--- config.mk ---
export PLATFORM = sky130hd
export DESIGN_NAME = voice_allocator
export DESIGN_NICKNAME = d
export VERILOG_FILES = /design/src/rtl/voice_allocator.sv
export SDC_FILE = /design/constraint.sdc
export NUM_CORES = 1
export LEC_CHECK = 0
export BUFFER_PORTS_ARGS = -buffer_cell sky130_fd_sc_hd__buf_4
export CAP_MARGIN = 25
export CORE_UTILIZATION = 45
export DETAILED_ROUTE_END_ITERATION = 10
export GPL_ROUTABILITY_DRIVEN = 1
export PLACE_DENSITY_LB_ADDON = 0.25
export SETUP_SLACK_MARGIN = 0.15
export SLEW_MARGIN = 10
export SYNTH_ARGS = -nofsm -noshare
export SYNTH_HDL_FRONTEND = slang
export SYNTH_SLANG_ARGS = --single-unit
--- constraint.sdc ---
create_clock -name clock -period 6.4 [get_ports clock]
set_input_delay 0 -clock clock [delete_from_list [all_inputs] [get_ports clock]]
set_output_delay 0 -clock clock [all_outputs]
set_load 0.02 [all_outputs]
--- src/rtl/voice_allocator.sv ---
// Voice allocator: maps note-on/off events onto a fixed pool of voices with age-based stealing.
// Define VOICE_ALLOCATOR_STEAL_EN to steal the oldest voice when the pool is full (otherwise the event is dropped).
module voice_allocator #(
    parameter int NOTE_WIDTH  = 7,
    parameter int VOICE_COUNT = 8
) (
    input  logic                              clock,
    input  logic                              reset,
    input  logic                              note_valid,
    output logic                              note_ready,
    input  logic                              note_on,
    input  logic [NOTE_WIDTH-1:0]             note_number,
    input  logic [NOTE_WIDTH-1:0]             note_velocity,
    output logic [VOICE_COUNT-1:0]            voice_active,
    output logic [VOICE_COUNT*NOTE_WIDTH-1:0] voice_note,
    output logic [VOICE_COUNT*NOTE_WIDTH-1:0] voice_velocity,
    output logic [VOICE_COUNT-1:0]            voice_trigger,
    output logic [VOICE_COUNT-1:0]            voice_release,
    output logic                              event_dropped
);
    localparam int AGE_WIDTH = $clog2(VOICE_COUNT);

    typedef enum logic [1:0] {IDLE, LOOKUP, COMMIT} state_t;
    state_t state, state_next;

    logic                  ev_on;
    logic [NOTE_WIDTH-1:0] ev_note, ev_vel;

    logic [VOICE_COUNT-1:0] active_q, active_n;
    logic [NOTE_WIDTH-1:0]  note_q [VOICE_COUNT];
    logic [NOTE_WIDTH-1:0]  note_n [VOICE_COUNT];
    logic [NOTE_WIDTH-1:0]  vel_q  [VOICE_COUNT];
    logic [NOTE_WIDTH-1:0]  vel_n  [VOICE_COUNT];
    logic [AGE_WIDTH-1:0]   age_q  [VOICE_COUNT];
    logic [AGE_WIDTH-1:0]   age_n  [VOICE_COUNT];
    logic [VOICE_COUNT-1:0] trigger_q, trigger_n, release_q, release_n;
    logic                   dropped_q, dropped_n;

    logic                 hit_found, free_found, alloc, was_active;
    logic [AGE_WIDTH-1:0] hit_idx, free_idx, victim;

    always_comb begin
        state_next = state;
        case (state)
            IDLE:    if (note_valid) state_next = LOOKUP;
            LOOKUP:  state_next = COMMIT;
            COMMIT:  state_next = IDLE;
            default: state_next = IDLE;
        endcase
    end

    // Descending scan so the lowest matching index is the one left standing.
    always_comb begin
        hit_found  = 1'b0;
        hit_idx    = '0;
        free_found = 1'b0;
        free_idx   = '0;
        for (int i = VOICE_COUNT - 1; i >= 0; i--) begin
            if (active_q[i] && note_q[i] == ev_note) begin
                hit_found = 1'b1;
                hit_idx   = AGE_WIDTH'(i);
            end
            if (!active_q[i]) begin
                free_found = 1'b1;
                free_idx   = AGE_WIDTH'(i);
            end
        end
    end

`ifdef VOICE_ALLOCATOR_STEAL_EN
    logic [AGE_WIDTH-1:0] oldest_idx, oldest_age;

    always_comb begin
        oldest_idx = '0;
        oldest_age = age_q[0];
        for (int i = 1; i < VOICE_COUNT; i++) begin
            if (age_q[i] > oldest_age) begin
                oldest_idx = AGE_WIDTH'(i);
                oldest_age = age_q[i];
            end
        end
    end
`endif

    // The table update lands on the LOOKUP->COMMIT edge so COMMIT already shows it.
    always_comb begin
        active_n   = active_q;
        note_n     = note_q;
        vel_n      = vel_q;
        age_n      = age_q;
        trigger_n  = '0;
        release_n  = '0;
        dropped_n  = 1'b0;
        alloc      = 1'b0;
        victim     = '0;
        was_active = 1'b0;
        if (state == LOOKUP) begin
            if (ev_on) begin
                if (hit_found) begin
                    alloc      = 1'b1;
                    victim     = hit_idx;
                    was_active = 1'b1;
                end else if (free_found) begin
                    alloc  = 1'b1;
                    victim = free_idx;
                end else begin
`ifdef VOICE_ALLOCATOR_STEAL_EN
                    alloc      = 1'b1;
                    victim     = oldest_idx;
                    was_active = 1'b1;
`else
                    dropped_n  = 1'b1;
`endif
                end
                if (alloc) begin
                    for (int i = 0; i < VOICE_COUNT; i++) begin
                        if (active_q[i] && AGE_WIDTH'(i) != victim &&
                            (!was_active || age_q[i] < age_q[victim]))
                            age_n[i] = age_q[i] + AGE_WIDTH'(1);
                    end
                    active_n[victim]  = 1'b1;
                    age_n[victim]     = '0;
                    note_n[victim]    = ev_note;
                    vel_n[victim]     = ev_vel;
                    trigger_n[victim] = 1'b1;
                end
            end else if (hit_found) begin
                for (int i = 0; i < VOICE_COUNT; i++) begin
                    if (active_q[i] && age_q[i] > age_q[hit_idx])
                        age_n[i] = age_q[i] - AGE_WIDTH'(1);
                end
                active_n[hit_idx]  = 1'b0;
                age_n[hit_idx]     = '0;
                release_n[hit_idx] = 1'b1;
            end
        end
    end

    always_ff @(posedge clock) begin
        if (reset) begin
            state     <= IDLE;
            ev_on     <= 1'b0;
            ev_note   <= '0;
            ev_vel    <= '0;
            active_q  <= '0;
            trigger_q <= '0;
            release_q <= '0;
            dropped_q <= 1'b0;
            for (int i = 0; i < VOICE_COUNT; i++) begin
                note_q[i] <= '0;
                vel_q[i]  <= '0;
                age_q[i]  <= '0;
            end
        end else begin
            state <= state_next;
            // Zero velocity on a note-on is folded into note-off here.
            if (state == IDLE && note_valid) begin
                ev_on   <= note_on && (note_velocity != '0);
                ev_note <= note_number;
                ev_vel  <= note_velocity;
            end
            active_q  <= active_n;
            note_q    <= note_n;
            vel_q     <= vel_n;
            age_q     <= age_n;
            trigger_q <= trigger_n;
            release_q <= release_n;
            dropped_q <= dropped_n;
        end
    end

    always_comb begin
        note_ready     = (state == IDLE) && !reset;
        voice_active   = reset ? '0 : active_q;
        voice_trigger  = reset ? '0 : trigger_q;
        voice_release  = reset ? '0 : release_q;
        event_dropped  = !reset && dropped_q;
        voice_note     = '0;
        voice_velocity = '0;
        for (int i = 0; i < VOICE_COUNT; i++) begin
            if (!reset) begin
                voice_note[i*NOTE_WIDTH +: NOTE_WIDTH]     = note_q[i];
                voice_velocity[i*NOTE_WIDTH +: NOTE_WIDTH] = vel_q[i];
            end
        end
    end
endmodule

==> impl_metrics.sql <==
INSERT INTO impl_metrics (metric_group, metric, value, unit) VALUES
('global_routing', 'grt-busiest-layer', 'met2', ''),
('global_routing', 'grt_util_met1', '0.306', ''),
('detailed_routing', 'via_count', '5888', ''),
('critical_path', 'critPathMaxFanout', '16', ''),
('critical_path', 'cpMaxStageDelayCell', 'sky130_fd_sc_hd__nand4_1', ''),
('timing', 'setup-violations-final', '0', ''),
('finish', 'instances_no_fill', '1154', ''),
('detailed_routing', 'avgRoutedWirePerCell', '16.2', 'µm'),
('timing', 'achievable-frequency', '262', 'MHz'),
('detailed_routing', 'detail_route.iter0.violations', '320', ''),
('critical_path', 'path_common_cell', 'sky130_fd_sc_hd__nand4_1', ''),
('yosys', 'yosys_warnings', '0', ''),
('power', 'total_power', '2.03', 'mW'),
('timing', 'setup_slack', '2.59', 'ns'),
('critical_path', 'critical_path.cell_chain', 'xor2_1 > nor4_2 > nand4_1 > a21o_1 > a211oi_2 > nand4_1 > a2bb2oi_1', ''),
('global_routing', 'pin_count_of_the_biggest_net_entering_global_routing', '107', ''),
('power', 'power-per-cell-area', '229', 'nW/µm²'),
('clocking', 'number_of_buffers_inserted_to_repair_setup_after_cts', '0', ''),
('critical_path', 'critical_path_arrival', '4.14', 'ns'),
('timing', 'fin_skew', '0.00668', 'ns'),
('clocking', 'clock_tree.buffer_depth', '2', ''),
('power', 'power_frac_clock', '0.463', ''),
('floorplanning', 'floorplan.initialDensity', '0.460', ''),
('clocking', 'htree_levels', '4', ''),
('timing', 'worst_slew_pin_slew', '1.03', 'ns'),
('floorplanning', 'die_width', '127', 'µm'),
('clocking', 'number_of_clock_buffers_inserted_by_tritoncts', '17', ''),
('power', 'vdd_drop_max', '0.211', 'mV'),
('global_routing', 'grt_antenna_before_repair', '0', ''),
('power', 'pwr-share-comb', '0.051', ''),
('finish', 'fillCellCount', '1397', ''),
('detailed_routing', 'drt-pass1-iter-count', '4', ''),
('yosys', 'syn-instance-count', '804', ''),
('global_routing', 'grt_pass1_wl', '29500', 'µm'),
('finish', 'antenna-diode-count', '0', ''),
('clocking', 'clock_insertion_delay_worst_skew', '0.42', 'ns'),
('global_routing', 'globalRouteOverflowTotal', '0', ''),
('timing', 'setup-tns-final', '0', 'ns'),
('critical_path', 'worst-setup-path-type', 'register to register', ''),
('placement', 'routabilityCongestion', '0.870', ''),
('yosys', 'postSynth.asyncResetShare', '0', ''),
('floorplanning', 'floorplan.die.height', '127', 'µm'),
('power', 'power.share.sequential', '0.486', ''),
('timing', 'finalCritPeriodShare', '0.595', ''),
('outcome', 'status', 'finished, final reports clean', ''),
('critical_path', 'setup.worst_path.end_class', 'register', ''),
('placement', 'number_of_input_and_output_port_buffers_inserted', '155', ''),
('critical_path', 'timing.critical_path.required', '6.73', 'ns'),
('min_path', 'worstHoldPathType', 'primary input to register', ''),
('clocking', 'tritoncts', 'built', ''),
('global_routing', 'grtUsageMet2', '0.398', ''),
('critical_path', 'cp_top_family', 'compound AO/OA/AOI/OAI gates', ''),
('global_routing', 'first_global_vias', '5551', ''),
('yosys', 'avgSynthCellArea', '8.70', 'µm²'),
('detailed_routing', 'drt_wl_total', '18700', 'µm'),
('detailed_routing', 'route.detailed.drc', '0', ''),
('critical_path', 'crit_path_start_kind', 'register', ''),
('timing', 'grt_setup_unrepaired', 'no', ''),
('global_routing', 'met3_usage', '0.0561', ''),
('power', 'total_leakage_power', '4.68', 'nW'),
('power', 'switchingPower', '0.454', 'mW'),
('global_routing', 'globalRouteTotalUtil', '0.240', ''),
('run', 'drv.max_cap_violation_count', '0', ''),
('floorplanning', 'die-area', '16100', 'µm²'),
('clocking', 'cts_sinks', '154', ''),
('detailed_routing', 'viasPerCell', '5.10', ''),
('timing', 'finalWorstPathRequiredPeriod', '3.81', 'ns'),
('timing', 'final_hold_viol_count', '0', ''),
('finish', 'fin_nets', '973', ''),
('clocking', 'clock-root-buffer', 'sky130_fd_sc_hd__clkbuf_16', ''),
('critical_path', 'regToRegSetupSlack', '2.59', 'ns');
## layout make-up
cell class | count | area (µm²) | area share
Inverter | 104 | 392 | 0.0441
Sequential cell | 154 | 3080 | 0.347
Multi-Input combinational cell | 502 | 3260 | 0.367
Timing Repair Buffer | 176 | 1380 | 0.155
Clock inverter | 8 | 98.8 | 0.0111
Clock buffer | 22 | 444 | 0.0500
Tap cell | 188 | 235 | 0.0265
## per-layer routing
metal | share of wire | vias to the layer above
met5 | 0 | -
met4 | 0.018 | 0
met3 | 0.053 | 25
met2 | 0.48 | 179
met1 | 0.45 | 2752
li1 | - | 2932
## kinds of logic (layout without fill, tap and decap cells)
kind of cell,after synthesis,count (layout),synth area share
XOR/XNOR,56,56,0.0701
flip-flops,154,154,0.441
buffers and inverters,148,310,0.0939
AO/OA/AOI/OAI,89,89,0.0989
multiplexers,70,70,0.100
AND/OR/NAND/NOR,287,287,0.196
## synth_stat cells (16+ instances only)
cell	number	area [µm²]
sky130_fd_sc_hd__o22a_1	16	140
sky130_fd_sc_hd__a21oi_1	20	100
sky130_fd_sc_hd__nand4_1	24	150
sky130_fd_sc_hd__nand2_1	157	589
sky130_fd_sc_hd__mux2i_1	70	701
sky130_fd_sc_hd__nor2b_1	38	238
sky130_fd_sc_hd__clkbuf_1	21	78.8
sky130_fd_sc_hd__nor2_1	31	116
sky130_fd_sc_hd__xnor2_1	46	403
sky130_fd_sc_hd__dfxtp_1	154	3080
sky130_fd_sc_hd__inv_1	104	390
sky130_fd_sc_hd__a2bb2oi_1	28	245
## layout by cell type, fill, tap and decap left out, drive strengths merged, types with 5 or more instances in the layout
cell	n
nor2	33
buf	161
inv	103
xor2	10
o21ai	5
nor2b	38
clkinv	5
dfxtp	154
o22a	16
a2bb2oi	28
mux2i	70
clkbuf	22
nor4	6
nor3	6
dlygate4sd3	15
nand2	157
a211oi	5
nand4	24
xnor2	46
a21oi	20
## worst register-to-register path, cell delays in order (launching register included)
cell and delay, ns:
sky130_fd_sc_hd__dfxtp_1 0.77, sky130_fd_sc_hd__xor2_1 0.17, sky130_fd_sc_hd__nor4_2 0.35, sky130_fd_sc_hd__nand4_1 0.15
sky130_fd_sc_hd__a21o_1 0.22, sky130_fd_sc_hd__a211oi_2 0.83, sky130_fd_sc_hd__nand4_1 0.87, sky130_fd_sc_hd__a2bb2oi_1 0.37
## worst paths after layout
kind	to	cells past startpoint	from
setup reg to reg	vel_q[21]$_SDFFE_PP0P_	7	ev_note[2]$_SDFFE_PP0P_
hold reg to reg	vel_q[26]$_SDFFE_PP0P_	2	vel_q[26]$_SDFFE_PP0P_
setup / recovery	vel_q[21]$_SDFFE_PP0P_	7	ev_note[2]$_SDFFE_PP0P_
hold / removal	state[1]$_SDFFE_PP0P_	2	reset
## power groups by stage
stage / logic [mW] / clock network [mW] / registers (mW)
6_report: 0.103 / 0.942 / 0.988
5_1_grt: 0.113 / 0.993 / 0.989
4_1_cts: 0.101 / 0.953 / 0.988
3_5_place_dp: 0.0933 / 0 / 1.01
3_3_place_gp: 0.0932 / 0 / 1.01
2_1_floorplan: 0.0809 / 0 / 0.994
## metrics by stage
| stage | hold WS (ns) | area [µm²] |
|---|---|---|
| after floorplan | 0.0852 | 7000 |
| after global placement | 0.268 | 8170 |
| after detailed placement | 0.271 | 8170 |
| after CTS | 0.0889 | 8860 |
| after global routing | 0.125 | 8890 |
| final | 0.0975 | 8890 |
## registers in the layout, summed over array words and instances (netlist names)
signal,flops
trigger_q,8
vel_q,56
release_q,8
ev_note,7
note_q,56
dropped_q,1
active_q,8
state,2
ev_vel,7
ev_on,1
## timing repair
item | 4_1_cts | 5_1_grt
endpoints found under the hold margin | 15 | 0
hold buffers | 15 | 0
gates resized for setup | 0 | 0
No activity file was read; power rests on OpenSTA's default activity.
